--- config.mk ---
export PLATFORM = sky130hd
export DESIGN_NAME = game_ctrl
export DESIGN_NICKNAME = d
export VERILOG_FILES = /design/src/rtl/game_ctrl.sv
export SDC_FILE = /design/constraint.sdc
export NUM_CORES = 1
export LEC_CHECK = 0
export BUFFER_PORTS_ARGS = -buffer_cell sky130_fd_sc_hd__buf_2
export CELL_PAD_IN_SITES_DETAIL_PLACEMENT = 0
export CELL_PAD_IN_SITES_GLOBAL_PLACEMENT = 1
export CORE_UTILIZATION = 46
export CTS_BUF_LIST = sky130_fd_sc_hd__clkbuf_16
export DETAILED_ROUTE_END_ITERATION = 8
export PLACE_DENSITY = 0.86
export REMOVE_ABC_BUFFERS = 1
export SLEW_MARGIN = 20
export SYNTH_ARGS = -nofsm -noshare
export SYNTH_HDL_FRONTEND = slang
export SYNTH_SLANG_ARGS = --single-unit
--- constraint.sdc ---
create_clock -name clk -period 2.5 [get_ports clk]
set_input_delay 0.25 -clock clk [delete_from_list [all_inputs] [get_ports clk]]
set_output_delay 0.25 -clock clk [all_outputs]
set_load 0.05 [all_outputs]
--- src/rtl/game_ctrl.sv ---
// Game-flow controller: maps PS/2 key events onto held/auto-repeating action channels
// and runs the COVER/PLAY/PAUSE/OVER round FSM with a one-cycle engine reset pulse.
module game_ctrl #(
    parameter int unsigned                  NUM_ACT       = 4,
    parameter int unsigned                  KEY_W         = 9,
    parameter logic [NUM_ACT*KEY_W-1:0]     KEY_MAP       = {9'h01D, 9'h01B, 9'h023, 9'h01C},
    parameter logic [KEY_W-1:0]             KEY_START     = 9'h05A,
    parameter logic [KEY_W-1:0]             KEY_START_ALT = 9'h15A,
    parameter logic [KEY_W-1:0]             KEY_PAUSE     = 9'h04D,
    parameter int unsigned                  REPEAT_DLY    = 16,
    parameter int unsigned                  REPEAT_PER    = 4,
    parameter int unsigned                  OVER_HOLD     = 64
) (
    input  logic               clk,
    input  logic               rst,
    input  logic               key_valid,
    input  logic [KEY_W-1:0]   key_code,
    input  logic               key_make,
    input  logic               tick,
    input  logic               die,
    output logic [1:0]         state,
    output logic               play_en,
    output logic               game_rst,
    output logic [NUM_ACT-1:0] act_hold,
    output logic [NUM_ACT-1:0] act_pulse
);

    localparam int unsigned CNT_W  = $clog2(REPEAT_DLY + REPEAT_PER) + 1;
    localparam int unsigned OVER_W = $clog2(OVER_HOLD + 1);
    localparam logic [CNT_W-1:0]  DLY_C  = CNT_W'(REPEAT_DLY);
    localparam logic [CNT_W-1:0]  TOP_C  = CNT_W'(REPEAT_DLY + REPEAT_PER);
    localparam logic [OVER_W-1:0] OVER_C = OVER_W'(OVER_HOLD);

    typedef enum logic [1:0] {StCover = 2'd0, StPlay = 2'd1, StPause = 2'd2, StOver = 2'd3} st_e;

    st_e                state_q;
    logic [OVER_W-1:0]  over_cnt_q;
    logic [OVER_W-1:0]  over_nxt;
    logic [CNT_W-1:0]   cnt_q [NUM_ACT];
    logic               start_ev;
    logic               pause_ev;
    logic               leave_play;
    logic [NUM_ACT-1:0] hit;

    always_comb begin
        start_ev   = key_valid && key_make &&
                     (key_code == KEY_START || key_code == KEY_START_ALT);
        pause_ev   = key_valid && key_make && (key_code == KEY_PAUSE);
        leave_play = (state_q == StPlay) && (die || pause_ev);
        over_nxt   = over_cnt_q + OVER_W'(1);
        for (int i = 0; i < NUM_ACT; i++) begin
            hit[i] = key_valid && (key_code == KEY_MAP[i*KEY_W +: KEY_W]);
        end
    end

    always_ff @(posedge clk) begin
        if (rst) begin
            state_q    <= StCover;
            over_cnt_q <= '0;
            play_en    <= 1'b0;
            game_rst   <= 1'b0;
            act_hold   <= '0;
            act_pulse  <= '0;
            for (int i = 0; i < NUM_ACT; i++) cnt_q[i] <= '0;
        end else begin
            game_rst  <= 1'b0;
            act_pulse <= '0;

            case (state_q)
                StCover: if (start_ev) begin
                    state_q  <= StPlay;
                    play_en  <= 1'b1;
                    game_rst <= 1'b1;
                end
                StPlay: if (die) begin
                    state_q    <= StOver;
                    play_en    <= 1'b0;
                    game_rst   <= 1'b1;
                    over_cnt_q <= '0;
                end else if (pause_ev) begin
                    state_q <= StPause;
                    play_en <= 1'b0;
                end
                StPause: if (pause_ev || start_ev) begin
                    state_q <= StPlay;
                    play_en <= 1'b1;
                end
                default: if (tick) begin
                    over_cnt_q <= over_nxt;
                    if (over_nxt == OVER_C) state_q <= StCover;
                end
            endcase

            for (int i = 0; i < NUM_ACT; i++) begin
                if (leave_play) begin
                    act_hold[i] <= 1'b0;
                    cnt_q[i]    <= '0;
                end else if (hit[i] && key_make && state_q == StPlay && !act_hold[i]) begin
                    act_hold[i]  <= 1'b1;
                    act_pulse[i] <= 1'b1;
                    cnt_q[i]     <= '0;
                end else if (hit[i] && !key_make) begin
                    act_hold[i] <= 1'b0;
                    cnt_q[i]    <= '0;
                end else if (act_hold[i] && tick) begin
                    // Fold back to DLY on each repeat so the counter never passes DLY+PER.
                    if (cnt_q[i] + CNT_W'(1) == TOP_C) begin
                        act_pulse[i] <= 1'b1;
                        cnt_q[i]     <= DLY_C;
                    end else begin
                        act_pulse[i] <= (cnt_q[i] + CNT_W'(1) == DLY_C);
                        cnt_q[i]     <= cnt_q[i] + CNT_W'(1);
                    end
                end
            end
        end
    end

    assign state = state_q;

endmodule

==> run summary, run 1 <==
The routed wire length on met3 is 304 um, and the total clock buffers created by CTS is 5. For this run, the register share of the synthesized area comes to 41.88%. The most frequently used flop master after synthesis was edfxtp_1. Synthesis inferred 43 register bits. After floorplanning, the core was divided into 27 placement rows.

Counting every sink on the clock net gives 43. The slew of the pin with the lowest slew margin is 0.6243 ns. The average footprint of a synthesized cell is 9.736 um^2, and the worst endpoint required time is 2.47 ns.

The synthesized design devotes to its leading area cell type 27.42% of total area. The biggest area consumer among synthesized cells is edfxtp_1. In this run the cell area measured after placement is 0.002845 mm^2. The number of levels the H-tree was split into is 2, and the starting utilization of the core area is 47.74%. The detail route stage leaves a number of antenna-violating nets equal to 0. The tools report the post-cts sizing count as 0.

The highest layer used for signal routing is met4. The run gives 0 as the final count of hold timing violations. Dividing the detail-routed wire length by the instance count gives 15.06 um. The tool flagged a number of max-cap violations equal to 0. After synthesis, the netlist uses 48 different library cells. Post-layout minimum cycle time: 1.977 ns. The number of antenna repair diodes was 0. The routed design uses 2528 um of met2 wire. Total vias in the final route: 2155. For the buffer depth of the longest clock path, the log shows 2. From left edge to right edge, the die measures 77.60 um. Entering global routing, the biggest net connects 14 pins. The layout net count was 324. The nature of the critical path startpoint is a flip-flop. TritonCTS built the clock tree. Most common cell after layout, fill and taps aside: buf_2.

The largest driver fanout on the critical path was 12. Synthesis produced 270 cells. The die covers 0.006021 mm^2. For the final-layout fill cell count, the log shows 512. The worst ir drop on vdd is 327.3 uV. The tools report the number of antenna violations at the first check in global routing as 0. During placement, the flow inserted port buffers numbering 26. After clock tree synthesis, the clock-pin slew on the worst setup and hold paths is 0.06 ns. Count of hold buffers inserted by post-cts repair: 0. The post-route cell area is 0.003034 mm^2.

The top cell types in the final layout, fill and taps aside, are 26 x buf_2, 24 x edfxtp_1, 21 x nor3_1. Setup repair after global routing left no endpoint under its margin. The number of DRC violations after detailed routing was 0. On the final layout, the worst clock skew is 0.005882 ns. The run gives 2041 as the via count of the first global-routing pass.

In the finished design, the share of the clock period the worst path needs comes to 79.08%. The flow ran to the end, and the final reports show no timing, DRC or antenna violations. Hold timing on the final database bottoms out at a slack of 0.2955 ns.

The path class of the tightest hold or removal check is in -> reg. For the final count of pins violating max slew, the log shows 0. The element type at the critical path end is a flip-flop.

In this run the clock root is driven by a clkbuf_16. The number of flops mapped to enable cells by yosys was 24; the endpoint arrival time on the critical path was 1.95 ns. The headroom to the max-slew limit was 57.94%. At the later pin of the worst-skew pair, clock insertion delay measures 0.28 ns. After the first detailed-routing iteration, the DRC count stood at 129. By area the synthesized netlist is led by edfxtp_1 27%, dfxtp_1 14%, ha_1 4.3%.

For the total track usage, the log shows 20.48%. The total routed wire length on the met1 layer is 2742 um, and the reported leakage power is 0.001125 uW. The tools report the routed wire length as 5616 um.

The detailed placer's ending HPWL was 4167 um; the post-CTS setup buffer count was 0. Overall power consumption after layout is estimated at 1701 uW. In the final layout, the share of cells above drive strength 1 is 15.95%.

The class of the most critical setup path was reg -> reg. In the routed layout, each cell is associated on average with a via count of 5.777. The Yosys warning count is 0, and the total negative slack is 0 ns.

For the sum of overflow across all layers after global routing, the log shows 0. In this run the cell area of the synthesized design comes to 0.002629 mm^2. The proportion of synthesized flip-flops having asynchronous set or reset was 0%; the final weighted congestion of routability-driven global placement was 0.8186.

The die is 77.60 um tall. The share of the core filled with cells in the final layout is 55.10%, and the number of placed I/O pins is 27. Setup violations remaining at the end of the flow were counted as 0. The total power divided by cell area works out to 560.8 mW/mm^2.

The total area inside the core boundary comes to 0.005507 mm^2. The number of detailed-route iterations in the first pass is 4. Derived from the worst setup path, the maximum achievable clock frequency is 0.5058 GHz.

The first global-routing pass estimated 9749 um of wire. The layout-stage area growth over the synthesis result is 15.42%.
kinds of logic after synthesis:
logic type / count (synthesis) / synth area share [%]
buf+inv: 15 / 2.570
simple gates: 121 / 27.27
flops: 43 / 41.88
compound gates: 61 / 16.90
fa+ha+maj: 9 / 4.284
mux: 2 / 0.7616
xor+xnor: 19 / 6.330
power breakdown:
| part | total (uW) | switching [uW] | internal [uW] |
|---|---|---|---|
| Combinational | 103 | 62.1 | 41.0 |
| Clock | 822 | 254 | 568 |
| Sequential | 777 | 17.9 | 759 |
| Total | 1700 | 334 | 1370 |
routing by layer:
| layer | GRT usage (%) | vias up |
|---|---|---|
| met3 | 4.353 | 5 |
| met4 | 5.094 | 0 |
| li1 | - | 1095 |
| met5 | 0 | - |
| met2 | 30.97 | 59 |
| met1 | 29.61 | 996 |
critical path: stages (launching register included):
cell and delay [ns]:
dfxtp_1 0.50, nand2b_1 0.38, buf_4 0.28, o21ai_0 0.20, a211o_1 0.30
flip-flops by register name, summed over array words and instances (netlist names):
register / count
play_en: 1
game_rst: 1
state: 2
cnt_q: 24
act_hold: 4
over_cnt_q: 7
act_pulse: 4
Yosys cell counts, types with 3 or more instances:
cell type,instances
edfxtp_1,24
nor3_1,21
a21oi_1,19
dfxtp_1,19
nor2_1,17
nand3_1,16
o21ai_0,10
xor2_1,10
ha_1,9
nand2_1,9
xnor2_1,9
a211oi_1,7
and2_1,7
inv_1,7
nand4_1,7
clkbuf_1,6
nand4b_1,6
nor3b_1,6
or3_1,6
and4_1,5
a311oi_1,4
and3b_1,4
a211o_1,3
and3_1,3
nand3b_1,3
nor2b_1,3
o21a_1,3
metrics by stage:
stage / cells / setup slack, ns
6_report: 373 / 0.5231
5_1_grt: 373 / 0.3236
4_1_cts: 373 / 0.5292
3_5_place_dp: 365 / 0.2978
3_3_place_gp: 365 / 0.3317
2_1_floorplan: 262 / 0.2472
layout make-up:
| cell class | instances | area, um^2 | share of cell area [%] |
|---|---|---|---|
| Sequential cell | 43 | 1101 | 36.29 |
| Clock inverter | 3 | 63.81 | 2.103 |
| Timing Repair Buffer | 31 | 167.7 | 5.526 |
| Inverter | 7 | 26.28 | 0.8660 |
| Multi-Input combinational cell | 212 | 1460 | 48.12 |
| Tap cell | 72 | 90.09 | 2.969 |
| Clock buffer | 5 | 125.1 | 4.124 |
final timing paths:
| path | start | end | slack [ns] | cells after the start |
|---|---|---|---|---|
| worst max-delay path | state[0] | cnt_q[0][3] | 0.52 | 4 |
| worst min register to register | play_en | play_en | 0.49 | 2 |
| worst max register to register | state[0] | cnt_q[0][3] | 0.52 | 4 |
| worst min-delay path | rst | over_cnt_q[0] | 0.30 | 2 |
Note: power is estimated with default switching activity, not from simulation.
==> run 2, diff against run 1 <==
==> constraint.sdc (replaced) <==
create_clock -name clk -period 1.83 [get_ports clk]
set_input_delay 0.183 -clock clk [delete_from_list [all_inputs] [get_ports clk]]
set_output_delay 0.183 -clock clk [all_outputs]
set_load 0.05 [all_outputs]
==> run summary, run 2 (synthesis gave the netlist of run 1 again) <==
The number of buffers and inverters on the critical path works out to 1. The run gives 0 as the final count of hold timing violations. Worst reg2reg path depth: 6. Average wire per standard cell: 15.34 um. The critical path goes through buf_2, or4b_4, o31a_4, o21ai_4, or3_1. The logs give 0.003186 mm^2 for the post-route cell area and 2270 for the total vias in the final route. The register with the most flip-flops in the layout has 24 of them. The run gives 0.005507 mm^2 as the area of the core. The tools report the nature of the critical path startpoint as a primary input. CTS saw 43 sinks. After detailed placement, the total cell area comes to 0.002985 mm^2. For this design, the CTS-stage hold fixing added 0 buffers. Setup repair after global routing left no endpoint under its margin. The min-delay analysis places its worst path in the category in -> reg. For this design the ratio of total power to cell area is 725.9 mW/mm^2.

The number of antenna repair diodes is 0. The top cell types in the final layout, fill and taps aside, are 26 x buf_2, 24 x edfxtp_1, 21 x nor3_1, 21 x buf_4. The cell sitting at the root of the clock tree is a clkbuf_16. Timing would allow up to 0.5700 GHz.

The tools report the via count of the first global-routing pass as 2085. The worst pin sits at a relative slew slack of 73.25%. Entering global routing, the biggest net connects 16 pins. The run gives 0 as the final count of pins violating max slew.

The worst hold path was traced through 3 stages. The design draws 2312 uW. The largest stage delay on the critical path is 0.55 ns. At the end of routability-driven placement, the weighted congestion stood at 0.8717.

Slew of the pin with the lowest slew margin: 0.3911 ns. The layout-stage area growth over the synthesis result was 21.18%; the number of DRC violations after detailed routing was 0. After clock tree synthesis, the clock-pin slew on the worst setup and hold paths is 0.06 ns. The tools report the reported leakage power as 0.001207 uW. Critical-path cell with the highest stage delay: or4b_4. Sum of overflow across all layers after global routing: 0. The die outline area is 0.006021 mm^2.

Buffer depth of the longest clock path: 2. The family with the most delay on the worst path was simple AND/OR/NAND/NOR gates. The worst endpoint required time was 1.80 ns; the number of levels the H-tree was split into was 2.

The run gives 0 as the number of antenna violations at the first check in global routing. The endpoint arrival time on the critical path came out at 1.72 ns. The run finished with clean final reports. Leaving out fill and tap cells, the most frequent cell in the layout is buf_2. Setup total negative slack on the finished layout was measured at 0 ns.

In this run the core area contains 27 standard-cell rows. Input and output buffers added on the ports amount to 26. The final worst-path cycle share works out to 95.88%.

The tools report the number of violations of the max-capacitance limit as 0. Of all nets on the critical path, the largest fanout is 6. TritonCTS built the clock tree. The run gives 27 as the number of placed I/O pins. Once placement completed, the tool counted placed cells totaling 382. The setup path with the least slack is of type in -> reg. On the final layout, the worst hold slack is 0.2805 ns. The clock skew is 0.003198 ns, and the number of DRC markers in iteration 0 is 90. The number of detailed-route iterations in the first pass came out at 4. Buffers added to address setup during post-CTS repair amount to 0.

Once detail routing completed, the nets flagged for antenna violations numbered 0. In this run, CTS created clock tree buffers numbering 5. The post-layout minimum cycle time was 1.755 ns. The wire length of the first global-routing pass came out at 9742 um. Element type at the critical path end: a flip-flop. The depth of the critical timing path with buffers and inverters included is 5. For this run, the post-layout net count is 341. The largest registers in the layout are cnt_q: 24 flops, over_cnt_q: 7 flops. The tools report the detailed placer's ending HPWL as 4364 um.

The routed design has 5984 um of wire. The later pin in the worst-skew pair is clocked with a latency of 0.28 ns. Ranked by flip-flop count, first place goes to cnt_q. The share of layout cells above drive strength 1 came out at 21.38%. The number of standard cells in the final layout excluding fillers is 390, and the setup violation total in the final timing report is 0. Global routing used 20.54% of the available tracks. The worst ir drop on vdd was 728.9 uV; the die outline height was 77.60 um. Once the floorplan was initialized, standard cells occupied 47.74% of the core. In this run the horizontal extent of the chip is 77.60 um. The final-layout fill cell count was 476; the post-cts sizing count was 0. The routed via count divided by cell count works out to 5.821.
run 2: cell types whose count changed in the layout (fill, tap and decap cells not counted), sizes merged:
| cell | previous run | this run |
|---|---|---|
| buf | 31 | 48 |
| bufinv | 2 | 1 |
| clkbuf | 5 | 6 |
| clkinvlp | 0 | 1 |
| inv | 8 | 7 |
run 2: layout make-up:
type                            instances  area [um^2]  share of cell area [%]
Clock buffer                            6        150.1                   4.713
Clock inverter                          2        37.54                   1.178
Inverter                                7        26.28                  0.8248
Multi-Input combinational cell        212         1473                   46.23
Sequential cell                        43         1101                   34.56
Tap cell                               72        90.09                   2.828
Timing Repair Buffer                   48        307.8                   9.662
run 2: report_power, final:
group	internal, uW	total (uW)	leakage, uW	switching [uW]
clock	726	1090	0.0000882	364
sequential	1040	1060	0.000401	24.8
combinational	68.8	161	0.000718	91.9
run 2: worst reg2reg max path, stage by stage (launching register included):
cell and delay (ns):
edfxtp_1 0.48, ha_1 0.27, xor2_1 0.20, nand3_1 0.09, o21ai_0 0.16, buf_4 0.16
nor3_1 0.05
run 2: per-stage QoR:
stage	util (%)	setup slack [ns]
finish	57.85	0.07547
CTS	57.62	0.05716
floorplan	-	-0.4229
global placement	54.22	-0.1863
global route	57.85	0.003065
detailed placement	54.22	-0.2153
run 2: final timing paths:
check / start / endpoint / slack [ns]
max: key_code[5] / cnt_q[1][4] / 0.08
max reg2reg: cnt_q[1][0] / cnt_q[1][3] / 0.17
min reg2reg: over_cnt_q[6] / over_cnt_q[6] / 0.49
min: rst / over_cnt_q[6] / 0.28
run 2: per-layer routing:
| metal | global-route usage, % | wire [um] | part of all wire [%] |
|---|---|---|---|
| met1 | 28.66 | 2834 | 47 |
| met2 | 32.21 | 2756 | 46 |
| met3 | 4.471 | 377 | 6.3 |
| met4 | 5.094 | 14 | 0.23 |
| met5 | 0 | 0 | 0 |
